--- config.mk ---
export PLATFORM = sky130hd
export DESIGN_NAME = pulse_stretch
export DESIGN_NICKNAME = d
export VERILOG_FILES = /design/src/rtl/pulse_stretch_pkg.sv /design/src/rtl/ps_down_cnt.sv /design/src/rtl/pulse_stretch.sv
export SDC_FILE = /design/constraint.sdc
export NUM_CORES = 1
export LEC_CHECK = 0
export CAP_MARGIN = 20
export CORE_ASPECT_RATIO = 0.7
export CORE_UTILIZATION = 30
export CTS_CLUSTER_SIZE = 14
export DETAILED_ROUTE_END_ITERATION = 10
export PLACE_DENSITY = 0.56
export SLEW_MARGIN = 20
export SYNTH_ARGS = -nofsm -noshare
export SYNTH_HDL_FRONTEND = slang
export SYNTH_SLANG_ARGS = --single-unit
--- constraint.sdc ---
create_clock -name clk -period 2.5 [get_ports clk]
set_clock_uncertainty 0.15 [all_clocks]
set_input_delay 0.625 -clock clk [delete_from_list [all_inputs] [get_ports clk]]
set_output_delay 0.625 -clock clk [all_outputs]
set_load 0.01 [all_outputs]
--- src/rtl/pulse_stretch_pkg.sv ---
// rtl/pulse_stretch_pkg.sv - shared types and defaults for the pulse stretcher
// Purpose: FSM state encoding and default CNT_W / HOLDOFF values used by
//          pulse_stretch and its down-counter.
// Ports:   none (package).
package pulse_stretch_pkg;

  typedef enum logic [1:0] {
    ST_IDLE    = 2'd0,
    ST_STRETCH = 2'd1,
    ST_HOLDOFF = 2'd2
  } state_t;

  localparam int CNT_W_DEF   = 16;
  localparam int HOLDOFF_DEF = 4;

endpackage

--- src/rtl/ps_down_cnt.sv ---
// rtl/ps_down_cnt.sv - loadable down-counter with zero flag
// Purpose: CNT_W-bit counter that loads a value, decrements on request and
//          saturates at zero (never wraps).
// Ports:   clk, reset (async, active-high), load/load_val (load has priority),
//          dec (decrement request), zero (count == 0).
module ps_down_cnt
  import pulse_stretch_pkg::*;
#(
  parameter int CNT_W = CNT_W_DEF
) (
  input  logic             clk,
  input  logic             reset,
  input  logic             load,
  input  logic [CNT_W-1:0] load_val,
  input  logic             dec,
  output logic             zero
);

  logic [CNT_W-1:0] count;

  always_ff @(posedge clk or posedge reset) begin
    if (reset) begin
      count <= '0;
    end else if (load) begin
      count <= load_val;
    end else if (dec && (count != '0)) begin
      count <= count - CNT_W'(1);
    end
  end

  assign zero = (count == '0);

endmodule

--- src/rtl/pulse_stretch.sv ---
// rtl/pulse_stretch.sv - trigger-to-level pulse stretcher with holdoff
// Purpose: a trigger with nonzero len drives out high for exactly len cycles,
//          then a HOLDOFF-cycle dead time during which triggers are dropped.
//          Optional macro RETRIGGER_EN: a trigger during the stretch reloads
//          the length instead of being dropped.
// Ports:   clk, reset (async, active-high), pulse_in (trigger), len (length,
//          sampled on accepted trigger), out (stretched level), busy (not
//          idle), done (1-cycle pulse at stretch end), drop (1-cycle pulse
//          for an ignored trigger). All outputs are registered.
module pulse_stretch
  import pulse_stretch_pkg::*;
#(
  parameter int CNT_W   = CNT_W_DEF,
  parameter int HOLDOFF = HOLDOFF_DEF
) (
  input  logic             clk,
  input  logic             reset,
  input  logic             pulse_in,
  input  logic [CNT_W-1:0] len,
  output logic             out,
  output logic             busy,
  output logic             done,
  output logic             drop
);

  // Counter value that yields exactly HOLDOFF cycles in ST_HOLDOFF.
  localparam logic [CNT_W-1:0] HOLD_LOAD = (HOLDOFF > 0) ? CNT_W'(HOLDOFF - 1) : '0;

  state_t           state, state_next;
  logic             cnt_load, cnt_dec, cnt_zero;
  logic [CNT_W-1:0] cnt_val;
  logic             trig_ok;
  logic             out_next, busy_next, done_next, drop_next;

  assign trig_ok = pulse_in && (len != '0);

  ps_down_cnt #(.CNT_W(CNT_W)) u_cnt (
    .clk      (clk),
    .reset    (reset),
    .load     (cnt_load),
    .load_val (cnt_val),
    .dec      (cnt_dec),
    .zero     (cnt_zero)
  );

  // State and output registers.
  always_ff @(posedge clk or posedge reset) begin
    if (reset) begin
      state <= ST_IDLE;
      out   <= 1'b0;
      busy  <= 1'b0;
      done  <= 1'b0;
      drop  <= 1'b0;
    end else begin
      state <= state_next;
      out   <= out_next;
      busy  <= busy_next;
      done  <= done_next;
      drop  <= drop_next;
    end
  end

  // Next state and counter control. The counter holds len-1 on entry so the
  // stretch covers len cycles including the zero-count cycle.
  always_comb begin
    state_next = state;
    cnt_load   = 1'b0;
    cnt_val    = '0;
    cnt_dec    = 1'b0;
    case (state)
      ST_IDLE: begin
        if (trig_ok) begin
          state_next = ST_STRETCH;
          cnt_load   = 1'b1;
          cnt_val    = len - CNT_W'(1);
        end
      end
      ST_STRETCH: begin
`ifdef RETRIGGER_EN
        // Reload beats the end-of-stretch exit in the same cycle.
        if (trig_ok) begin
          cnt_load = 1'b1;
          cnt_val  = len - CNT_W'(1);
        end else
`endif
        if (cnt_zero) begin
          if (HOLDOFF > 0) begin
            state_next = ST_HOLDOFF;
            cnt_load   = 1'b1;
            cnt_val    = HOLD_LOAD;
          end else begin
            state_next = ST_IDLE;
          end
        end else begin
          cnt_dec = 1'b1;
        end
      end
      ST_HOLDOFF: begin
        if (cnt_zero) begin
          state_next = ST_IDLE;
        end else begin
          cnt_dec = 1'b1;
        end
      end
      default: state_next = ST_IDLE;
    endcase
  end

  // Registered-output next values.
  always_comb begin
    out_next  = (state_next == ST_STRETCH);
    busy_next = (state_next != ST_IDLE);
    done_next = (state == ST_STRETCH) && (state_next != ST_STRETCH);
    drop_next = 1'b0;
    case (state)
      ST_IDLE:    drop_next = pulse_in && (len == '0);
`ifdef RETRIGGER_EN
      ST_STRETCH: drop_next = pulse_in && (len == '0);
`else
      ST_STRETCH: drop_next = pulse_in;
`endif
      ST_HOLDOFF: drop_next = pulse_in;
      default:    drop_next = 1'b0;
    endcase
  end

endmodule

==> results of run 1 <==
## cell type report
cell class / instances / share of cell area, %
clock buffers: 3 / 1.77
inverters: 9 / 1.45
multi-input cells: 140 / 45.9
flip-flops and latches: 22 / 23.6
well taps: 69 / 3.69
repair buffers: 64 / 23.6
## per-layer routing
| layer | GRT usage (%) | wire [um] |
|---|---|---|
| met5 | 0 | 0 |
| met4 | 2.38 | 14 |
| met3 | 2.36 | 125 |
| met2 | 21.7 | 1630 |
| met1 | 26.5 | 2230 |
## synth_stat cells, drive strengths merged
cell,count
nor2,11
a21o,2
nor4,10
buf,3
dfrtp,22
o21bai,1
o21ba,1
mux2i,8
or3,5
or4,6
a21boi,1
clkbuf,2
o21ai,7
inv,9
a21oi,7
nand2b,2
a31oi,1
nand3b,2
ha,8
or2,3
nand3,4
nand4,1
a211oi,3
xnor2,13
and4,1
or3b,2
and2,1
nor4b,1
o31ai,1
o21a,1
o211a,1
a311oi,1
nor3,12
nand2,12
xor2,9
nor3b,1
or4b,1
## state kept, by name, summed over array words and instances, names as in the netlist
register     count
busy             1
done             1
drop             1
out              1
state            2
u_cnt.count     16
## metrics by stage
step | cell area (um^2) | setup WS, ns | setup TNS [ns]
after global routing | 2340 | -0.0199 | -0.0199
after CTS | 2260 | 0.0192 | 0
after global placement | 2220 | -0.269 | -2.89
final | 2340 | 0.0585 | 0
after detailed placement | 2220 | -0.280 | -3.17
after floorplan | 1610 | 0.0726 | 0
## worst max path at each step
stage                           endpoint  slack [ns]
after floorplan           busy$_DFF_PP0_        0.07
after detailed placement  busy$_DFF_PP0_       -0.28
final                     busy$_DFF_PP0_        0.06
after global routing      busy$_DFF_PP0_       -0.02
after global placement    busy$_DFF_PP0_       -0.27
after CTS                 busy$_DFF_PP0_        0.02
## cell families (layout without fill, tap and decap cells)
group	count (synthesis)	count (layout)	synth area share (%)
buf+inv	14	76	3.90
xor+xnor	22	22	12.0
simple gates	75	75	27.0
compound gates	27	27	11.6
fa+ha+maj	8	8	6.24
mux	8	8	4.99
flops	22	22	34.3
## worst max-delay path: cells and delay by family, from the launching register on
family | cells | cell delay (ns)
and+or+nand+nor | 3 | 1.19
DFF | 1 | 0.39
adders and majority gates | 1 | 0.16
buffers and inverters | 1 | 0.12
AOI/OAI and AO/OA | 2 | 0.32
## power groups by stage
| stage | Clock [mW] | Sequential [mW] | Combinational (mW) |
|---|---|---|---|
| after floorplan | 0 | 0.364 | 0.0241 |
| after global placement | 0 | 0.364 | 0.0960 |
| after detailed placement | 0 | 0.364 | 0.0960 |
| after CTS | 0.235 | 0.356 | 0.0962 |
| after global routing | 0.253 | 0.357 | 0.108 |
| final | 0.230 | 0.356 | 0.0981 |
==> summary.md, run 1 <==
| Metric | Value |
|---|---|
| Status | `finished, final reports clean` |
| First-pass GRT wire length | `7030 um` |
| Fraction of layout cells with a size suffix above 1 | `28.2%` |
| Via count | `1,513` |
| Sequential Power Share | `52.1%` |
| WHS Endpoint | `u_cnt.count[14]$_DFFE_PP0P_` |
| Root buf cell | `clkbuf_8` |
| Num CTS Buffers | `3` |
| Max_cap viols | `0` |
| Type of the worst setup path | `flip-flop to flip-flop` |
| Antenna diode count | `0` |
| Worst EP arrival | `2.45 ns` |
| Endpoints failing hold | `0` |
| Synthesized Nets | `203` |
| Number of global-route vias before repair | `1,423` |
| Worst Setup End Kind | `flip-flop` |
| Vias per Instance | `4.93` |
| H-tree levels | `1` |
| Final Max Slew Viols | `0` |
| Most frequent cells in the layout | `buf_4 (40), dfrtp_1 (22), clkdlybuf4s50_1 (22), xnor2_1 (13), nand2_1 (12)` |
| Fillers | `445` |
| Worst Path Required | `2.51 ns` |
| RSZ-0062 raised after global routing | `true` |
| Largest net degree at the start of global routing | `23` |
| Critical R2R Capture | `busy$_DFF_PP0_` |
| All-Layer GR Usage | `16.0%` |
| Post-synth design cell area | `1610 um^2` |
| Yosys reg bits | `22` |
| Synth area leader | `dfrtp_1` |
| 1st-pass router iterations | `4` |
| Hold WS | `0.441 ns` |
| Full die area | `5650 um^2` |
| CTS Buffer Depth | `2` |
| Buffer count from post-CTS setup fixing | `0` |
| WL/cell | `13.0 um` |
| Synth cell types | `43` |
| Worst hold start | `u_cnt.count[14]$_DFFE_PP0P_` |
| Sw frac | `23.9%` |
| Core Area | `4970 um^2` |
| Clock share of power | `33.6%` |
| Final Util | `47.1%` |
| Logic gate share of total power | `14.3%` |
| DRT antenna net count | `0` |
| Worst-path clk slew | `0.09 ns` |
| CP max stage cell | `or4_4` |
| Area of the multi-input gates | `1070 um^2` |
| CTS tree | `yes` |
| Worst-skew pair later-pin latency | `0.27 ns` |
| Max Clock Freq | `410 MHz` |
| Width of the die | `89.4 um` |
| Synth top area share | `34.3%` |
| Final std cells w/o fill | `307` |
| Pint | `521 uW` |
| CP cell instances | `inv_1 > ha_4 > or4b_4 > or4_4 > o21ai_2 > o21ba_4 > or2_1` |
| Max-slew headroom | `78.2%` |
| Worst hold path cell count | `2` |
| Hold Buf Count CTS | `0` |
| # IOs | `23` |
| Power Dens Cells | `293 nW/um^2` |
| Antenna violations before repair | `0` |
| Worst Max-Slew Pin Slew | `0.323 ns` |
| Synthesis-to-layout area growth | `45.6%` |
| Placed cells | `304` |
| Die Ht | `63.2 um` |
| Fin crit period | `2.44 ns` |
| Ys Warns | `0` |
| Port bufs | `22` |
| Register area | `551 um^2` |
| Drt drc | `0` |
| Final setup fails | `0` |
| Reg-to-reg startpoint | `u_cnt.count[0]$_DFFE_PP0P_` |
| Syn avg cell area | `9.12 um^2` |
| RD Place Congestion | `0.778` |
| Grt total ovfl | `0` |
| Synth Instances | `176` |
| CTS Sinks | `22` |
| Sw power | `164 uW` |
| DP HPWL | `3140 um` |
| Fin nets | `267` |
| CP max stage delay | `0.51 ns` |
| CP Launch Point | `u_cnt.count[0]$_DFFE_PP0P_` |
| 1st-iter DRT viols | `104` |
| Total design power | `684 uW` |
| Rows | `21` |
| FF-to-FF setup slack | `0.06 ns` |
| Fin crit share | `97.7%` |
| Synth area leaders | `dfrtp_1 (34%), xnor2_1 (7.1%), ha_1 (6.2%)` |
| Routed wire length | `4000 um` |
| Max FO, Critical Path | `8` |
| CTS resizes | `0` |
| Leak pwr | `0.890 nW` |
| Maximum VDD drop | `0.152 mV` |
| Worst R2R Path Depth | `7` |
| Initial core utilization | `32.3%` |
| HP Class | `flip-flop to flip-flop` |
| Sequential area share after synthesis | `34.3%` |
| Most common cell after layout, fill and taps aside | `buf_4` |
| Startpoint types | `flip-flop` |
Power figures use the tool's default switching activity.
==> run 2, diff against run 1 <==
--- a/config.mk
+++ b/config.mk
@@ -5,12 +5,14 @@
 export SDC_FILE = /design/constraint.sdc
 export NUM_CORES = 1
 export LEC_CHECK = 0
+export ABC_CLOCK_PERIOD_IN_PS = 2400
 export CAP_MARGIN = 20
 export CORE_ASPECT_RATIO = 0.7
 export CORE_UTILIZATION = 30
 export CTS_CLUSTER_SIZE = 14
 export DETAILED_ROUTE_END_ITERATION = 10
-export PLACE_DENSITY = 0.56
+export MAX_ROUTING_LAYER = met4
+export PLACE_DENSITY = 0.54
 export SLEW_MARGIN = 20
 export SYNTH_ARGS = -nofsm -noshare
 export SYNTH_HDL_FRONTEND = slang
==> constraint.sdc (replaced) <==
create_clock -name clk -period 2.4 [get_ports clk]
set_clock_uncertainty 0.15 [all_clocks]
set_input_delay 0.6 -clock clk [delete_from_list [all_inputs] [get_ports clk]]
set_output_delay 0.6 -clock clk [all_outputs]
set_load 0.01 [all_outputs]
==> run 2 against run 1 <==
  * First-iteration DRC count is 50% lower
  * Utilization up 1.5 points
  * Clock-buffer cell count unchanged
  * Global-route usage up 0.44 points
==> summary.md, run 2 (synthesis results as in run 1) <==
| Metric | Value |
|---|---|
| Status | `finished, final reports clean` |
| Worst slack, placed | `-0.434 ns` |
| Fin crit period | `2.39 ns` |
| Grt total ovfl | `0` |
| Sw frac | `21.1%` |
| Max reg flops | `16` |
| CP max stage delay | `0.51 ns` |
| Most common cell after layout, fill and taps aside | `buf_4` |
| Startpoint types | `flip-flop` |
| Reg-to-reg startpoint | `u_cnt.count[1]$_DFFE_PP0P_` |
| Final std cells w/o fill | `316` |
| DP HPWL | `3270 um` |
| Worst-path clk slew | `0.09 ns` |
| Worst Setup End Kind | `flip-flop` |
| Rows | `21` |
| Num CTS Buffers | `3` |
| Endpoints failing hold | `0` |
| Via count | `1,495` |
| Worst EP arrival | `2.41 ns` |
| First-pass GRT wire length | `6950 um` |
| Worst-skew pair later-pin latency | `0.27 ns` |
| RD Place Congestion | `0.792` |
| Port bufs | `22` |
| Dpl cell area | `2240 um^2` |
| Fin worst setup slack | `0.00581 ns` |
| Crit path to | `busy$_DFF_PP0_` |
| Pint | `656 uW` |
| Type of the worst setup path | `flip-flop to flip-flop` |
| Leak pwr | `0.950 nW` |
| Cell count along the critical path | `7` |
| # IOs | `23` |
| Max FO, Critical Path | `8` |
| Hold Buf Count CTS | `0` |
| Largest net degree at the start of global routing | `23` |
| Max_cap viols | `0` |
| Antenna violations before repair | `0` |
| Placed cells | `309` |
| Critical R2R Capture | `busy$_DFF_PP0_` |
| Vias per Instance | `4.73` |
| Root buf cell | `clkbuf_8` |
| Routed wire length | `4050 um` |
| Sequential Power Share | `44.7%` |
| Drt drc | `0` |
| Sw power | `175 uW` |
| FF-to-FF setup slack | `0.006 ns` |
| H-tree levels | `1` |
| Largest regs | `u_cnt.count: 16 flops, state: 2 flops` |
| Fin nets | `275` |
| CTS Buffer Depth | `2` |
| Maximum VDD drop | `0.168 mV` |
| Synthesis-to-layout area growth | `50.3%` |
| Fillers | `472` |
| Width of the die | `89.4 um` |
| RSZ-0062 raised after global routing | `true` |
| Hold WS | `0.450 ns` |
| Power Dens Cells | `345 nW/um^2` |
| Worst Max-Slew Pin Slew | `0.312 ns` |
| Final Max Slew Viols | `0` |
| Die Ht | `63.2 um` |
| WL/cell | `12.8 um` |
| Antenna diode count | `0` |
| Initial core utilization | `32.3%` |
| 1st-pass router iterations | `4` |
| Total design power | `831 uW` |
| 1st-iter DRT viols | `52` |
| Max-slew headroom | `79.0%` |
| Worst R2R Path Depth | `7` |
| CP cell instances | `inv_2 > ha_4 > or4b_4 > or4_4 > o21ai_2 > o21ba_4 > or2_1` |
| Fraction of layout cells with a size suffix above 1 | `30.8%` |
| Max Clock Freq | `418 MHz` |
| Fin crit share | `99.8%` |
| Logic gate share of total power | `12.8%` |
| All-Layer GR Usage | `16.4%` |
| DRT antenna net count | `0` |
| CTS Sinks | `22` |
| Core Area | `4970 um^2` |
| Clock share of power | `42.5%` |
| CTS tree | `yes` |
| CP Launch Point | `u_cnt.count[1]$_DFFE_PP0P_` |
| Worst Path Required | `2.41 ns` |
| Buffers and inverters on the worst path | `1` |
| Final Cell Area | `2410 um^2` |
| HP Class | `flip-flop to flip-flop` |
| Worst path top cell family by delay | `simple AND/OR/NAND/NOR gates` |
| CP max stage cell | `or4_4` |
| Number of global-route vias before repair | `1,434` |
| Most frequent cells in the layout | `buf_4 (50), dfrtp_1 (22), clkdlybuf4s50_1 (22), nand2_1 (12), xnor2_1 (12)` |
| Full die area | `5650 um^2` |
| Final setup fails | `0` |
| Top reg by flops | `u_cnt.count` |
## run 2: changes by cell type in the layout (fill, tap and decap cells not counted), moves of 2 or more
cell,previous run,this run
buf_4,40,50
a211oi_1,1,3
or4_4,1,3
or4_1,5,3
a211oi_2,2,0
nor4_2,5,3
## run 2: timing repair
item | 4_1_cts | 5_1_grt
endpoints found under the hold margin | 0 | 0
endpoints found under the setup margin | 17 | 12
gates resized for setup | 7 | 9
setup buffers | 0 | 3
pin swaps | 0 | 1
## run 2: how the worst min path moves through the flow
| stage | start | endpoint | slack [ns] | cells past startpoint |
|---|---|---|---|---|
| 5_1_grt | u_cnt.count[14]$_DFFE_PP0P_ | u_cnt.count[14]$_DFFE_PP0P_ | 0.49 | 2 |
| 2_1_floorplan | u_cnt.count[6]$_DFFE_PP0P_ | u_cnt.count[6]$_DFFE_PP0P_ | 0.38 | 2 |
| 6_report | u_cnt.count[10]$_DFFE_PP0P_ | u_cnt.count[10]$_DFFE_PP0P_ | 0.45 | 2 |
| 4_1_cts | u_cnt.count[14]$_DFFE_PP0P_ | u_cnt.count[14]$_DFFE_PP0P_ | 0.45 | 2 |
| 3_5_place_dp | u_cnt.count[14]$_DFFE_PP0P_ | u_cnt.count[14]$_DFFE_PP0P_ | 0.42 | 2 |
| 3_3_place_gp | u_cnt.count[14]$_DFFE_PP0P_ | u_cnt.count[14]$_DFFE_PP0P_ | 0.42 | 2 |
## run 2: area by class of cell
cell class	instances	area, um^2	area share (%)
inverters	9	33.8	1.40
flip-flops and latches	22	551	22.8
repair buffers	72	596	24.7
clock buffers	3	41.3	1.71
multi-input cells	140	1070	44.6
well taps	69	86.3	3.58
clock inverters	1	30.0	1.24
## run 2: stage by stage
step | utilization, % | setup TNS [ns]
finish | 48.6 | 0
floorplan | - | -0.00867
global route | 48.6 | -0.287
CTS | 47.1 | -0.00188
detailed placement | 45.1 | -6.97
global placement | 45.1 | -6.60
## run 2: power groups by stage
stage,Sequential [mW],Combinational (mW),Clock [mW]
4_1_cts,0.371,0.104,0.362
2_1_floorplan,0.379,0.0251,0
3_3_place_gp,0.379,0.102,0
5_1_grt,0.371,0.117,0.382
3_5_place_dp,0.379,0.102,0
6_report,0.371,0.106,0.354
## run 2: metal layers
| metal | part of all wire [%] | GRT usage, % | vias up |
|---|---|---|---|
| met5 | 0 | - | - |
| met4 | 0.30 | 2.38 | 0 |
| met3 | 3.8 | 1.97 | 2 |
| met2 | 41 | 22.1 | 32 |
| met1 | 55 | 26.3 | 681 |
| li1 | - | - | 780 |
## run 2: worst register-to-register path, stage by stage, from the launching register on
cell     delay (ns)
dfrtp_1        0.42
inv_2          0.09
ha_4           0.12
or4b_4         0.47
or4_4          0.51
o21ai_2        0.14
o21ba_4        0.18
or2_1          0.21
==> run 3, diff against run 2 <==
--- a/config.mk
+++ b/config.mk
@@ -5,6 +5,7 @@
 export SDC_FILE = /design/constraint.sdc
 export NUM_CORES = 1
 export LEC_CHECK = 0
+export ABC_AREA = 1
 export ABC_CLOCK_PERIOD_IN_PS = 2400
 export CAP_MARGIN = 20
 export CORE_ASPECT_RATIO = 0.7
@@ -12,7 +13,7 @@
 export CTS_CLUSTER_SIZE = 14
 export DETAILED_ROUTE_END_ITERATION = 10
 export MAX_ROUTING_LAYER = met4
-export PLACE_DENSITY = 0.54
+export PLACE_DENSITY = 0.53
 export SLEW_MARGIN = 20
 export SYNTH_ARGS = -nofsm -noshare
 export SYNTH_HDL_FRONTEND = slang
==> run 3 against run 2 <==
  * Critical path depth up 5
  * Flip-flop and latch count unchanged
  * Total power increased to 2.9 times the previous value
  * Highest routed layer unchanged
  * First-iteration DRC count rose by 120%
  * Combinational power rose to 13 times the previous value
  * Critical endpoint is now u_cnt.count[4]$_DFFE_PP0P_
==> summary.md, run 3 <==
| Metric | Value |
|---|---|
| HP Class | `flip-flop to flip-flop` |
| Synth Instances | `342` |
| Fin crit share | `90.5%` |
| Fin nets | `413` |
| Full die area | `7170 um^2` |
| Max reg flops | `16` |
| Power Dens Cells | `935 nW/um^2` |
| CP Launch Point | `len[0]` |
| Synth area leader | `dfrtp_1` |
| EDFF count, synth | `0` |
| Max Clock Freq | `460 MHz` |
| Top reg by flops | `u_cnt.count` |
| Worst-skew pair later-pin latency | `0.27 ns` |
| CTS resizes | `0` |
| FF-to-FF setup slack | `0.33 ns` |
| RD Place Congestion | `0.856` |
| Most common cell after layout, fill and taps aside | `nand2_1` |
| Max_cap viols | `0` |
| Worst Max-Slew Pin Slew | `0.542 ns` |
| RSZ-0062 raised after global routing | `false` |
| CTS Sinks | `22` |
| Asr flop ratio synth | `100%` |
| Vias per Instance | `4.43` |
| Maximum VDD drop | `0.489 mV` |
| Worst slack, placed | `-0.0650 ns` |
| Fillers | `705` |
| Critical R2R Capture | `u_cnt.count[11]$_DFFE_PP0P_` |
| Reg-to-reg startpoint | `u_cnt.count[8]$_DFFE_PP0P_` |
| WL/cell | `11.8 um` |
| Routed wire length | `5600 um` |
| Drt drc | `0` |
| Antenna diode count | `0` |
| Rows | `24` |
| Max-slew headroom | `63.7%` |
| DRT antenna net count | `0` |
| Worst R2R Path Depth | `8` |
| Buffer count from post-CTS setup fixing | `0` |
| Num CTS Buffers | `3` |
| CTS Buffer Depth | `2` |
| Max FO, Critical Path | `13` |
| All-Layer GR Usage | `17.8%` |
| Post-synth design cell area | `2050 um^2` |
| Die Ht | `71.2 um` |
| Crit path to | `u_cnt.count[4]$_DFFE_PP0P_` |
| Worst EP arrival | `2.22 ns` |
| Grt total ovfl | `0` |
| Leak pwr | `1.37 nW` |
| Largest net degree at the start of global routing | `23` |
| CTS tree | `yes` |
| Synth top cells by count | `nand2_1 (131), nor2_1 (47), inv_1 (42), nand3_1 (39), dfrtp_1 (22)` |
| Status | `finished, final reports clean` |
| Endpoints failing hold | `0` |
| DP HPWL | `4540 um` |
| CP max stage cell | `clkdlybuf4s50_1` |
| Fin crit period | `2.17 ns` |
| Setup TNS Final | `0 ns` |
| Synthesis-to-layout area growth | `25.3%` |
| Synthesized Nets | `369` |
| Total design power | `2.40 mW` |
| Hold WS | `0.336 ns` |
| Width of the die | `101 um` |
| Largest regs | `u_cnt.count: 16 flops, state: 2 flops` |
| Ys Warns | `0` |
| Antenna violations before repair | `0` |
| H-tree levels | `1` |
| First-pass GRT wire length | `9640 um` |
| Yosys reg bits | `22` |
| Synth top area share | `26.9%` |
| CP max stage delay | `0.48 ns` |
| Final Max Slew Viols | `0` |
| Final setup fails | `0` |
| Root buf cell | `clkbuf_8` |
| Synth area leaders | `dfrtp_1 (27%), nand2_1 (24%), nand3_1 (9.5%)` |
| Most frequent cells in the layout | `nand2_1 (131), nor2_1 (47), inv_1 (42), nand3_1 (39)` |
| Via count | `2,107` |
| Synth Flop Type | `dfrtp_1` |
| 1st-pass router iterations | `4` |
| 1st-iter DRT viols | `112` |
| Most used cell along the critical path | `nand2_1` |
| Startpoint types | `input port` |
| CP cell instances | `clkdlybuf4s50_1 > inv_1 > ha_1 > nand2_1 > nor2_2 > nand2_2 > nand3_4 > inv_2 > nand2_1 > o21ai_1 > nand2_1 > nand2_1` |
| Sequential area share after synthesis | `26.9%` |
| Synth cell types | `25` |
| Worst-path clk slew | `0.08 ns` |
| Most common cell in the synthesized netlist | `nand2_1` |
| Hold Buf Count CTS | `0` |
| Type of the worst setup path | `input port to flip-flop` |
| Fraction of layout cells with a size suffix above 1 | `10.9%` |
| Worst Setup End Kind | `flip-flop` |
| Number of global-route vias before repair | `1,963` |
| Core Area | `6400 um^2` |
| Initial core utilization | `32.0%` |
| Worst Path Required | `2.45 ns` |
| Syn avg cell area | `5.99 um^2` |
| # IOs | `23` |
| Port bufs | `22` |
| Fin worst setup slack | `0.227 ns` |
[run 3: cell types whose count changed in the layout (fill, tap and decap cells not counted), moves of 4 or more]
cell / change
nand3_1: +35
xnor2_1: -12
nor2_2: +5
nand2_1: +119
a21oi_1: -4
o21ai_0: +5
nand2_2: +4
buf_4: -28
inv_1: +35
or3_1: -5
mux2i_1: -8
nor3_1: -9
nor2_1: +37
nor4_1: -6
[run 3: worst min path at each step]
stage                          startpoint                          to  slack, ns  depth (start not counted)
2_1_floorplan  u_cnt.count[0]$_DFFE_PP0P_  u_cnt.count[0]$_DFFE_PP0P_       0.30                          2
3_3_place_gp   u_cnt.count[0]$_DFFE_PP0P_  u_cnt.count[0]$_DFFE_PP0P_       0.32                          2
3_5_place_dp   u_cnt.count[1]$_DFFE_PP0P_  u_cnt.count[1]$_DFFE_PP0P_       0.32                          2
5_1_grt        u_cnt.count[0]$_DFFE_PP0P_  u_cnt.count[0]$_DFFE_PP0P_       0.36                          2
4_1_cts        u_cnt.count[1]$_DFFE_PP0P_  u_cnt.count[1]$_DFFE_PP0P_       0.34                          2
6_report       u_cnt.count[1]$_DFFE_PP0P_  u_cnt.count[1]$_DFFE_PP0P_       0.34                          2
[run 3: final cells by class]
class                           instances  area [um^2]  area share [%]
Timing Repair Buffer                   44          385            15.0
Clock buffer                            4         55.1            2.14
Tap cell                               91          114            4.43
Sequential cell                        22          551            21.4
Inverter                               44          165            6.43
Multi-Input combinational cell        271         1300            50.5
[run 3: power by group]
group          total [mW]  switching (mW)  internal, mW
combinational        1.42           0.878         0.543
sequential          0.708           0.169         0.539
clock               0.272           0.126         0.146
[run 3: kinds of logic after synthesis]
family	Yosys count	share of synthesized area (%)
XOR/XNOR	10	4.27
buffers and inverters	49	9.83
AO/OA/AOI/OAI	13	3.42
flip-flops	22	26.9
adder cells (fa/ha/maj)	8	4.88
AND/OR/NAND/NOR	240	50.7
[run 3: per-layer routing]
layer	wire length [um]	track usage [%]	part of all wire, %	vias up
met2	2170	23.7	39	38
met5	0	-	0	-
met4	14	1.93	0.25	0
met1	3180	28.1	57	924
met3	233	3.06	4.2	2
li1	-	-	-	1143
[run 3: stage by stage]
step / area (um^2) / cells / util (%)
6_report: 2570 / 476 / 40.1
5_1_grt: 2570 / 476 / 40.1
4_1_cts: 2570 / 476 / 40.1
3_5_place_dp: 2510 / 472 / 39.3
3_3_place_gp: 2510 / 472 / 39.3
2_1_floorplan: 2050 / 342 / -
[run 3: worst max-delay path, delay by kind of cell]
| family | cells | cell delay (ns) |
|---|---|---|
| buffers and inverters | 3 | 0.77 |
| AO/OA/AOI/OAI | 1 | 0.09 |
| adder cells (fa/ha/maj) | 1 | 0.19 |
| AND/OR/NAND/NOR | 7 | 0.58 |
